### config.mk
export PLATFORM = sky130hd
export DESIGN_NAME = rbm_iter_accum
export DESIGN_NICKNAME = d
export VERILOG_FILES = /design/src/rtl/rbm_iter_accum.sv
export SDC_FILE = /design/constraint.sdc
export NUM_CORES = 1
export LEC_CHECK = 0
export CAP_MARGIN = 20
export CORE_UTILIZATION = 30
export CTS_CLUSTER_SIZE = 28
export DETAILED_ROUTE_END_ITERATION = 7
export DONT_BUFFER_PORTS = 1
export GPL_TIMING_DRIVEN = 0
export PLACE_DENSITY = 0.5
export REMOVE_ABC_BUFFERS = 1
export SETUP_SLACK_MARGIN = 0.05
export SKIP_CTS_REPAIR_TIMING = 1
export SLEW_MARGIN = 30
export SYNTH_ARGS = -nofsm -noshare
export SYNTH_HDL_FRONTEND = slang
export SYNTH_SLANG_ARGS = --single-unit
### constraint.sdc
create_clock -name clock -period 26.2 [get_ports clock]
set_input_delay 5.24 -clock clock [delete_from_list [all_inputs] [get_ports clock]]
set_output_delay 5.24 -clock clock [all_outputs]
set_load 0.02 [all_outputs]
### src/rtl/rbm_iter_accum.sv
// Iterative accumulator for an RBM layer chain: restarts the chain, sums each
// channel's result with saturation, and picks the winning class with optional margin stop.
module rbm_iter_accum #(
    parameter int bitlength     = 12,
    parameter int output_dim    = 2,
    parameter int acc_bitlength = 16,
    parameter int iter_width    = 16,
    localparam int CIDX_W = (output_dim > 1) ? $clog2(output_dim) : 1
) (
    input  logic                                clock,
    input  logic                                reset,
    input  logic                                start,
    input  logic [iter_width-1:0]               iter_num,
    input  logic                                margin_en,
    input  logic [acc_bitlength-1:0]            margin,
    output logic                                layer_reset,
    input  logic                                layer_finish,
    input  logic [output_dim*bitlength-1:0]     LayerData,
    output logic [output_dim*acc_bitlength-1:0] OutputData,
    output logic [CIDX_W-1:0]                   class_idx,
    output logic [iter_width-1:0]               iter_count,
    output logic                                busy,
    output logic                                finish
);
    typedef enum logic [1:0] {IDLE, CLEAR, WAIT, DONE} state_t;

    localparam int AW1 = acc_bitlength + 1;
    localparam logic signed [acc_bitlength:0] SAT_MAX = $signed({2'b00, {(acc_bitlength-1){1'b1}}});
    localparam logic signed [acc_bitlength:0] SAT_MIN = -SAT_MAX;

    state_t                          state_q, state_d;
    logic [iter_width-1:0]           iter_num_q, iter_num_d;
    logic                            margin_en_q, margin_en_d;
    logic [acc_bitlength-1:0]        margin_q, margin_d;
    logic signed [acc_bitlength-1:0] acc_q [output_dim];
    logic signed [acc_bitlength-1:0] acc_d [output_dim];
    logic [iter_width-1:0]           iter_count_q, iter_count_d;
    logic [CIDX_W-1:0]               class_idx_q, class_idx_d;
    logic                            layer_reset_q, layer_reset_d;
    logic                            busy_q, busy_d;
    logic                            finish_q, finish_d;

    logic signed [acc_bitlength-1:0] acc_sum [output_dim];
    logic signed [acc_bitlength:0]   sum_wide;
    logic signed [bitlength-1:0]     layer_ch;
    logic signed [acc_bitlength-1:0] best_val, second_val;
    logic [CIDX_W-1:0]               best_idx;
    logic [acc_bitlength:0]          lead;
    logic [iter_width-1:0]           count_inc;
    logic                            stop_now;

    always_comb begin
        layer_ch = '0;
        sum_wide = '0;
        for (int g = 0; g < output_dim; g++) begin
            layer_ch = LayerData[g*bitlength +: bitlength];
            sum_wide = AW1'(acc_q[g]) + AW1'(layer_ch);
            if (sum_wide > SAT_MAX)
                acc_sum[g] = SAT_MAX[acc_bitlength-1:0];
            else if (sum_wide < SAT_MIN)
                acc_sum[g] = SAT_MIN[acc_bitlength-1:0];
            else
                acc_sum[g] = sum_wide[acc_bitlength-1:0];
        end

        best_idx = '0;
        best_val = acc_sum[0];
        for (int g = 1; g < output_dim; g++) begin
            if (acc_sum[g] > best_val) begin
                best_val = acc_sum[g];
                best_idx = CIDX_W'(g);
            end
        end

        // The most-negative code is never produced by saturation, so it serves as -infinity
        second_val = {1'b1, {(acc_bitlength-1){1'b0}}};
        for (int g = 0; g < output_dim; g++) begin
            if ((CIDX_W'(g) != best_idx) && (acc_sum[g] > second_val))
                second_val = acc_sum[g];
        end

        lead      = AW1'(best_val) - AW1'(second_val);
        count_inc = iter_count_q + iter_width'(1);
        stop_now  = (count_inc == iter_num_q) ||
                    (margin_en_q && (lead >= {1'b0, margin_q}));
    end

    always_comb begin
        state_d      = state_q;
        iter_num_d   = iter_num_q;
        margin_en_d  = margin_en_q;
        margin_d     = margin_q;
        acc_d        = acc_q;
        iter_count_d = iter_count_q;
        class_idx_d  = class_idx_q;

        case (state_q)
            IDLE, DONE: begin
                if (start) begin
                    iter_num_d   = iter_num;
                    margin_en_d  = margin_en;
                    margin_d     = margin;
                    for (int g = 0; g < output_dim; g++)
                        acc_d[g] = '0;
                    iter_count_d = '0;
                    class_idx_d  = '0;
                    state_d      = (iter_num == '0) ? DONE : CLEAR;
                end
            end
            CLEAR: state_d = WAIT;
            WAIT: begin
                if (layer_finish) begin
                    acc_d        = acc_sum;
                    iter_count_d = count_inc;
                    class_idx_d  = best_idx;
                    state_d      = stop_now ? DONE : CLEAR;
                end
            end
            default: state_d = IDLE;
        endcase

        layer_reset_d = (state_d == CLEAR);
        busy_d        = (state_d == CLEAR) || (state_d == WAIT);
        finish_d      = (state_d == DONE);
    end

    always_ff @(posedge clock or negedge reset) begin
        if (!reset) begin
            state_q       <= IDLE;
            iter_num_q    <= '0;
            margin_en_q   <= 1'b0;
            margin_q      <= '0;
            for (int g = 0; g < output_dim; g++)
                acc_q[g] <= '0;
            iter_count_q  <= '0;
            class_idx_q   <= '0;
            layer_reset_q <= 1'b0;
            busy_q        <= 1'b0;
            finish_q      <= 1'b0;
        end else begin
            state_q       <= state_d;
            iter_num_q    <= iter_num_d;
            margin_en_q   <= margin_en_d;
            margin_q      <= margin_d;
            acc_q         <= acc_d;
            iter_count_q  <= iter_count_d;
            class_idx_q   <= class_idx_d;
            layer_reset_q <= layer_reset_d;
            busy_q        <= busy_d;
            finish_q      <= finish_d;
        end
    end

    for (genvar g = 0; g < output_dim; g++) begin : g_pack
        assign OutputData[g*acc_bitlength +: acc_bitlength] = acc_q[g];
    end

    assign class_idx   = class_idx_q;
    assign iter_count  = iter_count_q;
    assign layer_reset = layer_reset_q;
    assign busy        = busy_q;
    assign finish      = finish_q;

endmodule
==> results of run 1 <==
## registers in the layout, summed over array words and instances (netlist names)
register / cells
OutputData: 32
iter_count: 16
iter_num_q: 16
margin_q: 16
state_q: 2
busy: 1
class_idx: 1
finish: 1
layer_reset: 1
margin_en_q: 1
## through the flow
stage	hold WS, ps	cells	cell area [um2]	worst slack, ps	utilization
6_report	507.3	1319	8920	8738	0.3300
2_1_floorplan	479.5	953	8100	10660	-
3_5_place_dp	493.6	1303	8583	8423	0.3176
4_1_cts	511.8	1319	8899	8749	0.3293
3_3_place_gp	491.9	1294	8527	7987	0.3155
5_1_grt	526.5	1319	8920	7631	0.3300
## kinds of logic (layout without fill, tap and decap cells)
kind of cell             count (synthesis)  in the layout  share of synthesized area
AND/OR/NAND/NOR                        324            324                     0.1881
AO/OA/AOI/OAI                          292            292                     0.2296
adder cells (fa/ha/maj)                110            110                     0.1673
flip-flops                              87             87                     0.2632
buffers and inverters                   85             71                    0.04174
XOR/XNOR                                58             58                    0.06140
multiplexers                            36             36                    0.04870
## synthesized netlist by cell type, types with 4 or more instances
cell	n
ha_1	101
inv_1	46
nand2_1	114
dfrtp_1	87
nor2_1	58
o41ai_1	7
a311oi_1	7
nor2b_1	14
a21o_1	11
or2_2	5
o211ai_1	4
o21ai_0	79
o21bai_1	4
nand4_1	13
o22ai_1	6
o21a_1	22
clkbuf_1	24
buf_2	9
nor4_1	14
o31ai_1	5
nor3_1	33
o2111ai_1	6
buf_1	4
xor2_1	23
and3_1	7
a22oi_1	5
a22o_1	4
a211oi_1	16
nand3_1	25
xnor2_1	35
mux2_2	34
maj3_1	6
a21oi_1	78
nand2b_1	10
a21boi_0	4
and2_1	13
## per-layer routing
metal / track usage / share of wire / wire [um]
met5: 0 / 0.00053 / 13
met4: 0.04545 / 0.018 / 435
met3: 0.04819 / 0.063 / 1555
met2: 0.2779 / 0.44 / 10880
met1: 0.2345 / 0.47 / 11620
## how the worst max path moves through the flow
stage	from	endpoint	slack (ps)	cells past startpoint
2_1_floorplan	LayerData[12]	busy	10660	51
3_3_place_gp	LayerData[12]	busy	7990	51
3_5_place_dp	LayerData[12]	busy	8420	51
4_1_cts	LayerData[12]	busy	8750	51
5_1_grt	LayerData[12]	busy	7630	51
6_report	LayerData[12]	busy	8740	51
## cell type report
cell class	count	area [um2]
repair buffers	9	52.55
multi-input cells	820	5776
flip-flops and latches	87	2177
inverters	46	172.7
clock inverters	7	90.09
fillers	2870	18110
clock buffers	9	225.2
well taps	341	426.7
==> impl_metrics.ini, run 1 <==
[layout]
mostFrequentLayoutCells = nand2_1 (113), ha_1 (101), dfrtp_1 (87), o21ai_0 (79), a21oi_1 (78)
syn_to_final_growth_pct = 7.819
drive_above_1_share = 0.07975
final_common_cell = nand2_1
antenna_cells = 0
final_nets = 1138

[critical_path]
worst-path-buf-inv = 2
r2r_cells = 51
reg2reg_from = OutputData[16]
cpLargestDelayFamily = compound AO/OA/AOI/OAI gates
path_max_fanout = 38
crit_arrival_ps = 17760
worst_setup_path_start_kind = input port
r2r_end = busy
crit_top_cell = ha_1
critPathKind = input port to flip-flop
cpPeakStageDelay_ps = 700
critPathCaptureType = flip-flop
critPathRequiredTime_ps = 26500
r2r_setup_slack_ps = 12990
cpMaxStageDelayCell = o22ai_1

[grt]
grt_pass1_vias = 7034
grt_max_degree = 88
grt_usage = 0.1754
gr-total-overflow = 0
antenna_found_initial = 1
grt_pass1_wl_um = 39010

[routing]
wl_per_cell_um = 18.58
drcViolationCount = 0
dr.pass1.iters = 5
vias_per_cell = 5.561
vias = 7335
drt-initial-drc-count = 481
final_antenna_net_count = 0
wl_um = 24510

[synthesis]
synth_area_per_cell_um2 = 8.340
yosysWarningCount = 0
synth_area_leaders = dfrtp_1 (26%), ha_1 (15%), nand2_1 (5.2%)
yosysTopAreaCell = dfrtp_1
syn_area_um2 = 8273
synthDistinctLibCells = 70
synthCells = 992
synth_seq_cells = 87
ys_seq_area_frac = 0.2632
synth_enable_flop_cells = 0
yosys_most_used_dff = dfrtp_1
yosys.area.top_type_share = 0.2632
synth-async-reset-ratio = 1.000

[timing]
setup-violations-final = 0
final-hold-violation-count = 0
fin_setup_tns_ps = 0
finalCritPeriodShare = 0.6665
tightest_slew_ps = 904.1
final-max-slew-violation-count = 0
min_period_ps = 17460
max_freq_mhz = 57.27
maxSlewHeadroom = 0.3972
rsz0062_at_grt = false
finalClockSkew_ps = 8.910

[placed_design]
dp_hpwl_um = 19190
place.gp.congestion = 0.8838
portBuffers = 0

[clocking]
cts_tree = done
clockBufferDepth = 2
clk_pin_slew_ps = 70
clock-sinks = 87
insertion_delay_ps = 350
htreeDepth = 3
cts_made_buffers = 9
cts_root_buffer = clkbuf_16

[floorplan]
boundaryPins = 113
rows = 60
initial_utilization = 0.3061
dieArea_um2 = 28240
core_um2 = 27030
die_x_um = 168.1
die_h_um = 168.1

[job]
maxCapViolCount = 0

[min_path]
holdPathEnd = margin_q[12]
worstHoldStart = margin_q[12]
holdCritPathClass = flip-flop to flip-flop
holdPathStages = 1

[run_status]
outcome = complete, no violations
Power of run 1 is not shown: default switching activity piles up to over one toggle a cycle in this logic, so the estimate is an artifact.
==> inputs of run 2 (changes only) <==
PLACE_DENSITY = 0.51   (was 0.5)
clock period = 15.9 ns   (was 26.2 ns; I/O delays follow)
==> run 2 against run 1 <==
  * Setup slack worse by 7500 ps
  * Largest cell class unchanged
  * Via count is 1.0% lower
  * Final cell count stayed put
  * Routed wire length is 0.64% lower
  * Sequential cell count stayed put
  * Global-route usage is 0.16 points higher
==> impl_metrics.ini, run 2 (same netlist as run 1, synthesis figures left out) <==
[floorplan]
dieArea_um2 = 28240
die_x_um = 168.1
boundaryPins = 113
initial_utilization = 0.3061
die_h_um = 168.1
core_um2 = 27030
rows = 60

[grt]
grt_pass1_vias = 7156
grt_usage = 0.1770
gr-total-overflow = 0
antenna_found_initial = 3
grt_max_degree = 88
grt_pass1_wl_um = 39440

[critical_path]
worst_setup_path_start_kind = input port
reg2reg_from = OutputData[16]
critPathKind = input port to flip-flop
cpMaxStageDelayCell = or4_1
crit_top_cell = ha_1
r2r_cells = 51
cpPeakStageDelay_ps = 570
r2r_setup_slack_ps = 3490
r2r_end = busy
critPathRequiredTime_ps = 16200
crit_arrival_ps = 14940
path_max_fanout = 38
critPathCaptureType = flip-flop

[timing]
setup-violations-final = 0
finalCritPeriodShare = 0.9207
maxSlewHeadroom = 0.4411
hold_ws_ps = 504.6
final-hold-violation-count = 0
max_freq_mhz = 68.31
final-max-slew-violation-count = 0
finalClockSkew_ps = 13.93
setup_slack_ps = 1261
rsz0062_at_grt = false
fin_setup_tns_ps = 0
tightest_slew_ps = 836.3
min_period_ps = 14640

[layout]
largest_reg_flops = 32
syn_to_final_growth_pct = 8.001
antenna_cells = 0
mostFrequentLayoutCells = nand2_1 (112), ha_1 (101), dfrtp_1 (87), o21ai_0 (79), a21oi_1 (78)
final_nets = 1138
fill_cells = 2809
final_common_cell = nand2_1
drive_above_1_share = 0.08487
utilization = 0.3306

[min_path]
holdPathStages = 1
holdPathEnd = margin_q[10]
holdCritPathClass = flip-flop to flip-flop
worstHoldStart = margin_q[10]

[placed_design]
place.gp.congestion = 0.8662
dp_hpwl_um = 19090
place_worst_setup_slack_ps = -90.83
portBuffers = 0

[routing]
dr.pass1.iters = 5
final_antenna_net_count = 0
vias = 7258
drcViolationCount = 0
wl_per_cell_um = 18.46
vias_per_cell = 5.503
wl_um = 24350
drt-initial-drc-count = 576

[clocking]
cts_made_buffers = 9
htreeDepth = 3
cts_tree = done
cts_root_buffer = clkbuf_16
clk_pin_slew_ps = 70
clock-sinks = 87
clockBufferDepth = 2
insertion_delay_ps = 360

[run_status]
outcome = complete, no violations

[job]
maxCapViolCount = 0
[run 2: changes by cell type in the layout (fill, tap and decap cells not counted), sizes merged]
cell and delta:
inv +1, bufinv -1
[run 2: metal layers]
metal	GRT usage	share of wire
met1	0.2360	0.47
met2	0.2826	0.45
met3	0.04349	0.055
met4	0.05138	0.021
met5	0	0.00099
[run 2: per-stage QoR]
step	cells	cell area (um2)
global route	1319	8935
floorplan	953	8100
detailed placement	1303	8586
CTS	1319	8881
finish	1319	8935
global placement	1294	8527
[run 2: worst max path at each step]
stage / startpoint / to / slack (ps) / cells after the start
4_1_cts: LayerData[12] / busy / 210 / 51
6_report: LayerData[12] / busy / 1260 / 51
2_1_floorplan: LayerData[12] / busy / 2420 / 51
3_3_place_gp: LayerData[12] / busy / -340 / 51
5_1_grt: LayerData[12] / busy / 80 / 51
3_5_place_dp: LayerData[12] / busy / -90 / 51
[run 2: area by class of cell]
class	instances	area (um2)	share of cell area
multi-input cells	820	5808	0.6500
flip-flops and latches	87	2177	0.2437
well taps	341	426.7	0.04775
clock buffers	9	225.2	0.02521
inverters	46	172.7	0.01933
clock inverters	7	70.07	0.007842
repair buffers	9	55.05	0.006162
[run 2: critical path: cells and delay by family]
kind,cells,cell delay [ps]
AOI/OAI and AO/OA,25,6000
adders and majority gates,7,1870
buffers and inverters,3,530
and+or+nand+nor,16,3330
Power of run 2 is left out for the same reason.
